[config.mk]
export PLATFORM = sky130hd
export DESIGN_NAME = alu_issue_stage
export DESIGN_NICKNAME = d
export VERILOG_FILES = /design/src/rtl/alu_issue_stage.sv
export SDC_FILE = /design/constraint.sdc
export NUM_CORES = 1
export LEC_CHECK = 0
export ABC_AREA = 1
export BUFFER_PORTS_ARGS = -buffer_cell sky130_fd_sc_hd__buf_2
export CAP_MARGIN = 15
export CORE_ASPECT_RATIO = 1.2
export CORE_UTILIZATION = 34
export CTS_BUF_LIST = sky130_fd_sc_hd__clkbuf_8 sky130_fd_sc_hd__clkbuf_16
export DETAILED_ROUTE_END_ITERATION = 10
export HOLD_SLACK_MARGIN = 0.05
export PLACE_DENSITY = 0.6
export SLEW_MARGIN = 25
export SYNTH_ARGS = -nofsm -noshare
export SYNTH_HDL_FRONTEND = slang
export SYNTH_SLANG_ARGS = --single-unit
[constraint.sdc]
create_clock -name clk -period 4.89 [get_ports clk]
set_clock_uncertainty 0.2 [all_clocks]
set_input_delay 0.489 -clock clk [delete_from_list [all_inputs] [get_ports clk]]
set_output_delay 0.489 -clock clk [all_outputs]
set_load 0.01 [all_outputs]
[src/rtl/alu_issue_stage.sv]
// Decode/issue stage feeding the ALU: decodes a MIPS word into ALU op and operands,
// and buffers issued entries in an output register plus a skid register.
module alu_issue_stage #(
  parameter int DATA_W = 32,
  parameter int CNT_W  = 8
) (
  input  logic              clk,
  input  logic              reset,
  input  logic              in_valid,
  output logic              in_ready,
  input  logic [31:0]       in_instr,
  input  logic [DATA_W-1:0] in_rs_val,
  input  logic [DATA_W-1:0] in_rt_val,
  output logic              out_valid,
  input  logic              out_ready,
  output logic [3:0]        out_op,
  output logic [DATA_W-1:0] out_a,
  output logic [DATA_W-1:0] out_b,
  output logic              out_illegal,
  output logic [CNT_W-1:0]  illegal_count
);

  localparam logic [3:0] ALU_ADD = 4'b0000;
  localparam logic [3:0] ALU_SUB = 4'b0010;
  localparam logic [3:0] ALU_AND = 4'b0100;
  localparam logic [3:0] ALU_OR  = 4'b0101;
  localparam logic [3:0] ALU_XOR = 4'b0110;
  localparam logic [3:0] ALU_NOR = 4'b0111;
  localparam logic [3:0] ALU_SLT = 4'b1010;
  localparam logic [CNT_W-1:0] CNT_MAX = {CNT_W{1'b1}};
  localparam logic [CNT_W-1:0] CNT_ONE = {{(CNT_W-1){1'b0}}, 1'b1};

  typedef enum logic [1:0] {
    ST_EMPTY = 2'd0,
    ST_ONE   = 2'd1,
    ST_FULL  = 2'd2
  } state_t;

  typedef struct packed {
    logic [3:0]        op;
    logic [DATA_W-1:0] a;
    logic [DATA_W-1:0] b;
    logic              ill;
  } entry_t;

  // Unknown opcodes and R-type functs still issue as ADD rs,rt but are flagged illegal.
  function automatic entry_t decode(input logic [31:0] instr,
                                    input logic [DATA_W-1:0] rs,
                                    input logic [DATA_W-1:0] rt);
    entry_t            e;
    logic [DATA_W-1:0] sext;
    logic [DATA_W-1:0] zext;
    sext  = {{(DATA_W-16){instr[15]}}, instr[15:0]};
    zext  = {{(DATA_W-16){1'b0}}, instr[15:0]};
    e.op  = ALU_ADD;
    e.a   = rs;
    e.b   = rt;
    e.ill = 1'b0;
    case (instr[31:26])
      6'b000000: begin
        case (instr[5:0])
          6'b100000: e.op = ALU_ADD;
          6'b100010: e.op = ALU_SUB;
          6'b100100: e.op = ALU_AND;
          6'b100101: e.op = ALU_OR;
          6'b100110: e.op = ALU_XOR;
          6'b100111: e.op = ALU_NOR;
          6'b101010: e.op = ALU_SLT;
          default:   e.ill = 1'b1;
        endcase
      end
      6'b001000, 6'b100011, 6'b101011: e.b = sext;
      6'b001010: begin e.op = ALU_SLT; e.b = sext; end
      6'b001100: begin e.op = ALU_AND; e.b = zext; end
      6'b001101: begin e.op = ALU_OR;  e.b = zext; end
      6'b001110: begin e.op = ALU_XOR; e.b = zext; end
      6'b000100: e.op = ALU_SUB;
      default:   e.ill = 1'b1;
    endcase
    return e;
  endfunction

  state_t state_r, state_s;
  entry_t or_r, sk_r, dec_s;
  logic   in_fire_s, out_fire_s;
  logic   load_or_s, load_sk_s, or_from_sk_s;
  logic   unused_instr_s;
  logic [CNT_W-1:0] cnt_r;

  assign unused_instr_s = ^in_instr[25:16];
  assign dec_s          = decode(in_instr, in_rs_val, in_rt_val);
  assign in_ready       = (state_r != ST_FULL);
  assign out_valid      = (state_r != ST_EMPTY);
  assign in_fire_s      = in_valid & in_ready;
  assign out_fire_s     = out_valid & out_ready;
  assign out_op         = or_r.op;
  assign out_a          = or_r.a;
  assign out_b          = or_r.b;
  assign out_illegal    = or_r.ill;
  assign illegal_count  = cnt_r;

  // Next-state and register load selection for the OR/SK pair.
  always_comb begin
    state_s      = state_r;
    load_or_s    = 1'b0;
    load_sk_s    = 1'b0;
    or_from_sk_s = 1'b0;
    case (state_r)
      ST_EMPTY: begin
        if (in_fire_s) begin
          load_or_s = 1'b1;
          state_s   = ST_ONE;
        end else begin
          state_s = ST_EMPTY;
        end
      end
      ST_ONE: begin
        if (in_fire_s && out_fire_s) begin
          load_or_s = 1'b1;
          state_s   = ST_ONE;
        end else if (in_fire_s) begin
          load_sk_s = 1'b1;
          state_s   = ST_FULL;
        end else if (out_fire_s) begin
          state_s = ST_EMPTY;
        end else begin
          state_s = ST_ONE;
        end
      end
      ST_FULL: begin
        if (out_fire_s) begin
          or_from_sk_s = 1'b1;
          state_s      = ST_ONE;
        end else begin
          state_s = ST_FULL;
        end
      end
      default: state_s = ST_EMPTY;
    endcase
  end

  // State, entry storage and saturating illegal counter.
  always_ff @(posedge clk or posedge reset) begin
    if (reset) begin
      state_r <= ST_EMPTY;
      or_r    <= '0;
      sk_r    <= '0;
      cnt_r   <= {CNT_W{1'b0}};
    end else begin
      state_r <= state_s;
      if (load_or_s) begin
        or_r <= dec_s;
      end else if (or_from_sk_s) begin
        or_r <= sk_r;
      end
      if (load_sk_s) begin
        sk_r <= dec_s;
      end
      if (in_fire_s && dec_s.ill && (cnt_r != CNT_MAX)) begin
        cnt_r <= cnt_r + CNT_ONE;
      end
    end
  end

endmodule

==> flow_metrics.tcl, run 1 <==
set metrics [dict create \
    yosysMostFrequentCell "nand2_1" \
    cts_setup_buffers 0 \
    worstMarginPinSlew_ps 981 \
    rows 56 \
    synthCells 833 \
    grt_pass1_wl_um 29600 \
    gr-usage-all-layers 0.182 \
    instances_no_fill 1259 \
    vias_per_cell 4.81 \
    outcome "complete, no violations" \
    async_flop_share 1.00 \
    hold_viol_final 0 \
    die_area_um2 20600 \
    port_buffers 168 \
    rsz0062_at_grt "false" \
    start_util 0.348 \
    fin_crit_sh 0.640 \
    irDropWorstVdd_mv 0.312 \
    antenna_cells 0 \
    clockRootBuffer "clkbuf_16" \
    max_freq_ghz 0.320 \
    fin_tns_setup_ps 0 \
    synth_area_um2 6820 \
    path_clk_slew_ps 60 \
    layout.nets 1088 \
    routabilityCongestion 0.766 \
    cts_hold_buf 1 \
    cts_sinks 148 \
    drc 0 \
    dp_cells 1226 \
    yosys_warnings 0 \
    grt_start_max_net_pins 74 \
    h-tree-depth 4 \
    antenna_found_initial 1 \
    ys_ff_latch 148 \
    grt_pass1_vias 5765 \
    drv_slew 0 \
    grt-ovfl-total 0 \
    drive_gt1_frac 0.223 \
    required_ps 5040 \
    critPathLaunchType "flop" \
    die_w_um 131 \
    synth_largest_area_cell "dfrtp_1" \
    worst_ep_arrival_time_ps 3280 \
    yosysTopAreaCellShare 0.543 \
    cts_resized 0 \
    crit_type "flop to flop" \
    power.density_nw_per_um2 636 \
    hpwlAfterDp_um 11200 \
    dr_total_vias 6055 \
    cts_buffer_depth 2 \
    drv_cap 0 \
    synth_enable_flop_cells 0 \
    cts_tree "done" \
    ys_types 29 \
    fin_crit_ps 3130 \
    syn_area_per_cell_um2 8.19 \
    netlist_top_cells_count "428 x nand2_1, 148 x dfrtp_1, 55 x a22oi_1" \
    setup_viol 0 \
    p_leak_nw 4.76 \
    synthesis.nets 936 \
    yosys-top-cells-area "dfrtp_1 54%, nand2_1 24%, a22oi_1 6.1%" \
    drtIter0Drc 368 \
    fin_util 0.433 \
    cts_made_buffers 17 \
    die_y_um 157 \
    insertion_delay_ps 420 \
    finalPower_mw 5.41 \
    drt_wl_total_um 18400 \
    antenna_left 0 \
    hp-class "input port to flop" \
    dr.pass1.iters 5 \
    core_um2 19600 \
    path_max_fanout 73 \
    wl_per_cell_um 14.6 \
    area_growth_pct 24.5 \
    seq_area_frac_synth 0.543 \
    cp-end-kind "flop" \
    io_pins 179 \
    synth_ff_type "dfrtp_1" \
    relSlewSlack 0.346 \
]
==> routing by layer <==
layer	vias to the layer above	track usage	part of all wire
met5	-	0	0.00071
met4	2	0.0775	0.019
met3	23	0.0332	0.041
met2	150	0.305	0.48
met1	2912	0.231	0.46
li1	2968	-	-
==> final cells by class <==
type                    count  area [um^2]
fillers                  2000        11100
repair buffers            175          896
clock inverters            11          173
inverters                  42          165
clock buffers              21          480
multi-input cells         601         2750
flip-flops and latches    148         3700
well taps                 261          327
==> registers in the layout (all words and copies together) (netlist names) <==
signal and count:
illegal_count 8, out_a 32, out_b 32, out_illegal 1, out_op 4, sk_r 69
state_r 2
==> cell families (layout without fill, tap and decap cells) <==
family | count (synthesis) | after routing | synth area share
buffers and inverters | 84 | 249 | 0.0550
DFF | 148 | 148 | 0.543
adders and majority gates | 3 | 3 | 0.00550
AOI/OAI and AO/OA | 95 | 95 | 0.0959
xor gates and xnor gates | 6 | 6 | 0.00770
and+or+nand+nor | 497 | 497 | 0.293
==> cells in the final DEF (no fill, tap or decap), drive strengths merged, types with 3 or more instances in the layout <==
master  netlist  routed
nand2       432     432
buf          30     174
dfrtp       148     148
a22oi        55      55
inv          42      43
nand3        36      36
o21ai        28      28
nor2         22      22
clkbuf       12      21
o211ai        9       9
clkinv        0       5
nand4         4       4
xor2          4       4
bufinv        0       4
ha            3       3
==> through the flow <==
step | hold slack, ps | setup slack [ps] | instance area [um^2]
2_1_floorplan | 249 | 221 | 6820
6_report | 77.2 | 1760 | 8490
4_1_cts | 59.3 | 1740 | 8490
3_3_place_gp | 259 | 1750 | 7830
3_5_place_dp | 260 | 1750 | 7830
5_1_grt | 73.5 | 1520 | 8490
==> worst paths after layout <==
kind	startpoint	end	slack [ps]	cells past startpoint
worst max register to register	state_r[0]	out_b[21]	1760	10
max in group asynchronous	reset	out_b[15]	2980	4
worst min-delay path	in_rs_val[19]	sk_r[52]	80	3
worst max-delay path	state_r[0]	out_b[21]	1760	10
min in group asynchronous	reset	sk_r[45]	500	3
worst min register to register	out_a[28]	out_a[28]	270	2
==> power by group <==
part	total (mW)	switching, mW	internal [mW]
Combinational	1.90	1.21	0.687
Sequential	2.07	0.287	1.78
Clock	1.44	0.530	0.912
==> critical path: stages (launching register included) <==
cell and delay (ps):
dfrtp_1 420, or2_4 310, nand2_1 130, inv_1 80, ha_1 180, nand3_1 120, nand2_4 540, nor2_4 340
buf_4 470, a22oi_1 130, nand2_1 110
Power figures use the tool's default switching activity.
==> run 2, diff against run 1 <==
--- a/config.mk
+++ b/config.mk
@@ -13,7 +13,7 @@
 export CTS_BUF_LIST = sky130_fd_sc_hd__clkbuf_8 sky130_fd_sc_hd__clkbuf_16
 export DETAILED_ROUTE_END_ITERATION = 10
 export HOLD_SLACK_MARGIN = 0.05
-export PLACE_DENSITY = 0.6
+export PLACE_DENSITY = 0.58
 export SLEW_MARGIN = 25
 export SYNTH_ARGS = -nofsm -noshare
 export SYNTH_HDL_FRONTEND = slang
==> constraint.sdc (replaced) <==
create_clock -name clk -period 3 [get_ports clk]
set_clock_uncertainty 0.2 [all_clocks]
set_input_delay 0.3 -clock clk [delete_from_list [all_inputs] [get_ports clk]]
set_output_delay 0.3 -clock clk [all_outputs]
set_load 0.01 [all_outputs]
==> flow_metrics.tcl, run 2 (synthesis gave the netlist of run 1 again) <==
set metrics [dict create \
    core_um2 19600 \
    largest_reg_flops 69 \
    die_w_um 131 \
    cts_made_buffers 17 \
    regMostFlops "sk_r" \
    final_common_cell "nand2_1" \
    max_stage_delay_ps 580 \
    die_y_um 157 \
    antenna_left 0 \
    path_max_fanout 39 \
    setup_ws_ps 289 \
    dr_total_vias 6331 \
    path_clk_slew_ps 60 \
    antenna_found_initial 0 \
    relSlewSlack 0.440 \
    gr-usage-all-layers 0.190 \
    mostFrequentLayoutCells "428 x nand2_1, 168 x buf_2, 148 x dfrtp_1" \
    drive_gt1_frac 0.207 \
    slowest_stage "dlygate4sd3_1" \
    p_leak_nw 5.16 \
    rsz0062_at_grt "false" \
    crit_chain "inv_1 -> or2_4 -> nand2_1 -> inv_1 -> ha_1 -> nand3_1 -> nand2_4 -> buf_6 -> nand3_1 -> dlygate4sd3_1 -> nand2_1 -> nand2_1" \
    fin_util 0.484 \
    fin_crit_sh 0.904 \
    area_growth_pct 39.1 \
    worst_ep_arrival_time_ps 2820 \
    port_buffers 168 \
    drt_wl_total_um 19000 \
    dp_slack_ps 551 \
    critPathTopFamily "buffers and inverters" \
    h-tree-depth 4 \
    hpwlAfterDp_um 11200 \
    cts_setup_buffers 0 \
    required_ps 3110 \
    grt_pass1_wl_um 31200 \
    drc 0 \
    holdWs_ps 57.8 \
    worstMarginPinSlew_ps 840 \
    wl_per_cell_um 14.0 \
    cts_sinks 148 \
    finalPower_mw 9.02 \
    outcome "complete, no violations" \
    cp-end-kind "flop" \
    drv_cap 0 \
    crit_type "flop to flop" \
    cts_buffer_depth 2 \
    drtIter0Drc 389 \
    power.density_nw_per_um2 950 \
    vias_per_cell 4.67 \
    cp_common_cell "nand2_1" \
    die_area_um2 20600 \
    routabilityCongestion 0.808 \
    fin_tns_setup_ps 0 \
    max_freq_ghz 0.369 \
    drv_slew 0 \
    grt_start_max_net_pins 149 \
    hp-class "input port to flop" \
    start_util 0.348 \
    irDropWorstVdd_mv 0.491 \
    grt_pass1_vias 6331 \
    layout.nets 1185 \
    fin_crit_ps 2710 \
    hold_viol_final 0 \
    setup_viol 0 \
    io_pins 179 \
    insertion_delay_ps 420 \
    antenna_cells 0 \
    clockRootBuffer "clkbuf_16" \
    critPathLaunchType "flop" \
    worstPathBufferInverterCount 4 \
    cts_tree "done" \
    rows 56 \
    dr.pass1.iters 4 \
    grt-ovfl-total 0 \
]
==> run 2: where the power goes <==
group	switching, mW	leakage [nW]	total, mW	internal (mW)
logic	1.99	2.99	3.27	1.28
registers	0.479	1.85	3.38	2.90
clock network	0.883	0.316	2.37	1.49
==> run 2: timing repair <==
item / CTS / global route
endpoints found under the setup margin: 0 / 4
gates resized for setup: 0 / 1
endpoints found under the hold margin: 278 / 0
hold buffers: 94 / 0
==> run 2: per-stage QoR <==
step                      cell area, um^2  cells
final                                9490   1356
after global routing                 9490   1356
after CTS                            9490   1356
after detailed placement             7890   1230
after global placement               7890   1230
after floorplan                      6830    833
==> run 2: final cells by class <==
class | instances | area (um^2)
Sequential cell | 148 | 3700
Inverter | 42 | 161
Clock buffer | 17 | 425
Fill cell | 1894 | 10100
Clock inverter | 15 | 226
Tap cell | 261 | 327
Multi-Input combinational cell | 601 | 2750
Timing Repair Buffer | 272 | 1900
==> run 2: final timing paths <==
check / startpoint / to / slack, ps / cells after the start
hold reg to reg: out_a[25] / out_a[25] / 280 / 2
min in group asynchronous: reset / out_a[22] / 440 / 4
setup reg to reg: state_r[1] / out_b[4] / 290 / 12
max in group asynchronous: reset / sk_r[11] / 1500 / 4
setup / recovery: state_r[1] / out_b[4] / 290 / 12
hold / removal: in_instr[15] / sk_r[16] / 60 / 5
==> run 2: worst register-to-register path, stage by stage (launching register included) <==
cell and delay [ps]:
dfrtp_1 380, inv_1 110, or2_4 180, nand2_1 110, inv_1 90, ha_1 140
nand3_1 120, nand2_4 120, buf_6 330, nand3_1 140, dlygate4sd3_1 580, nand2_1 60
nand2_1 40
==> run 2: per-layer routing <==
metal	track usage	routed length, um	vias up
met5	0	0	-
met4	0.0764	391	0
met3	0.0351	728	27
met2	0.330	9310	157
met1	0.233	8550	2990
li1	-	-	3157
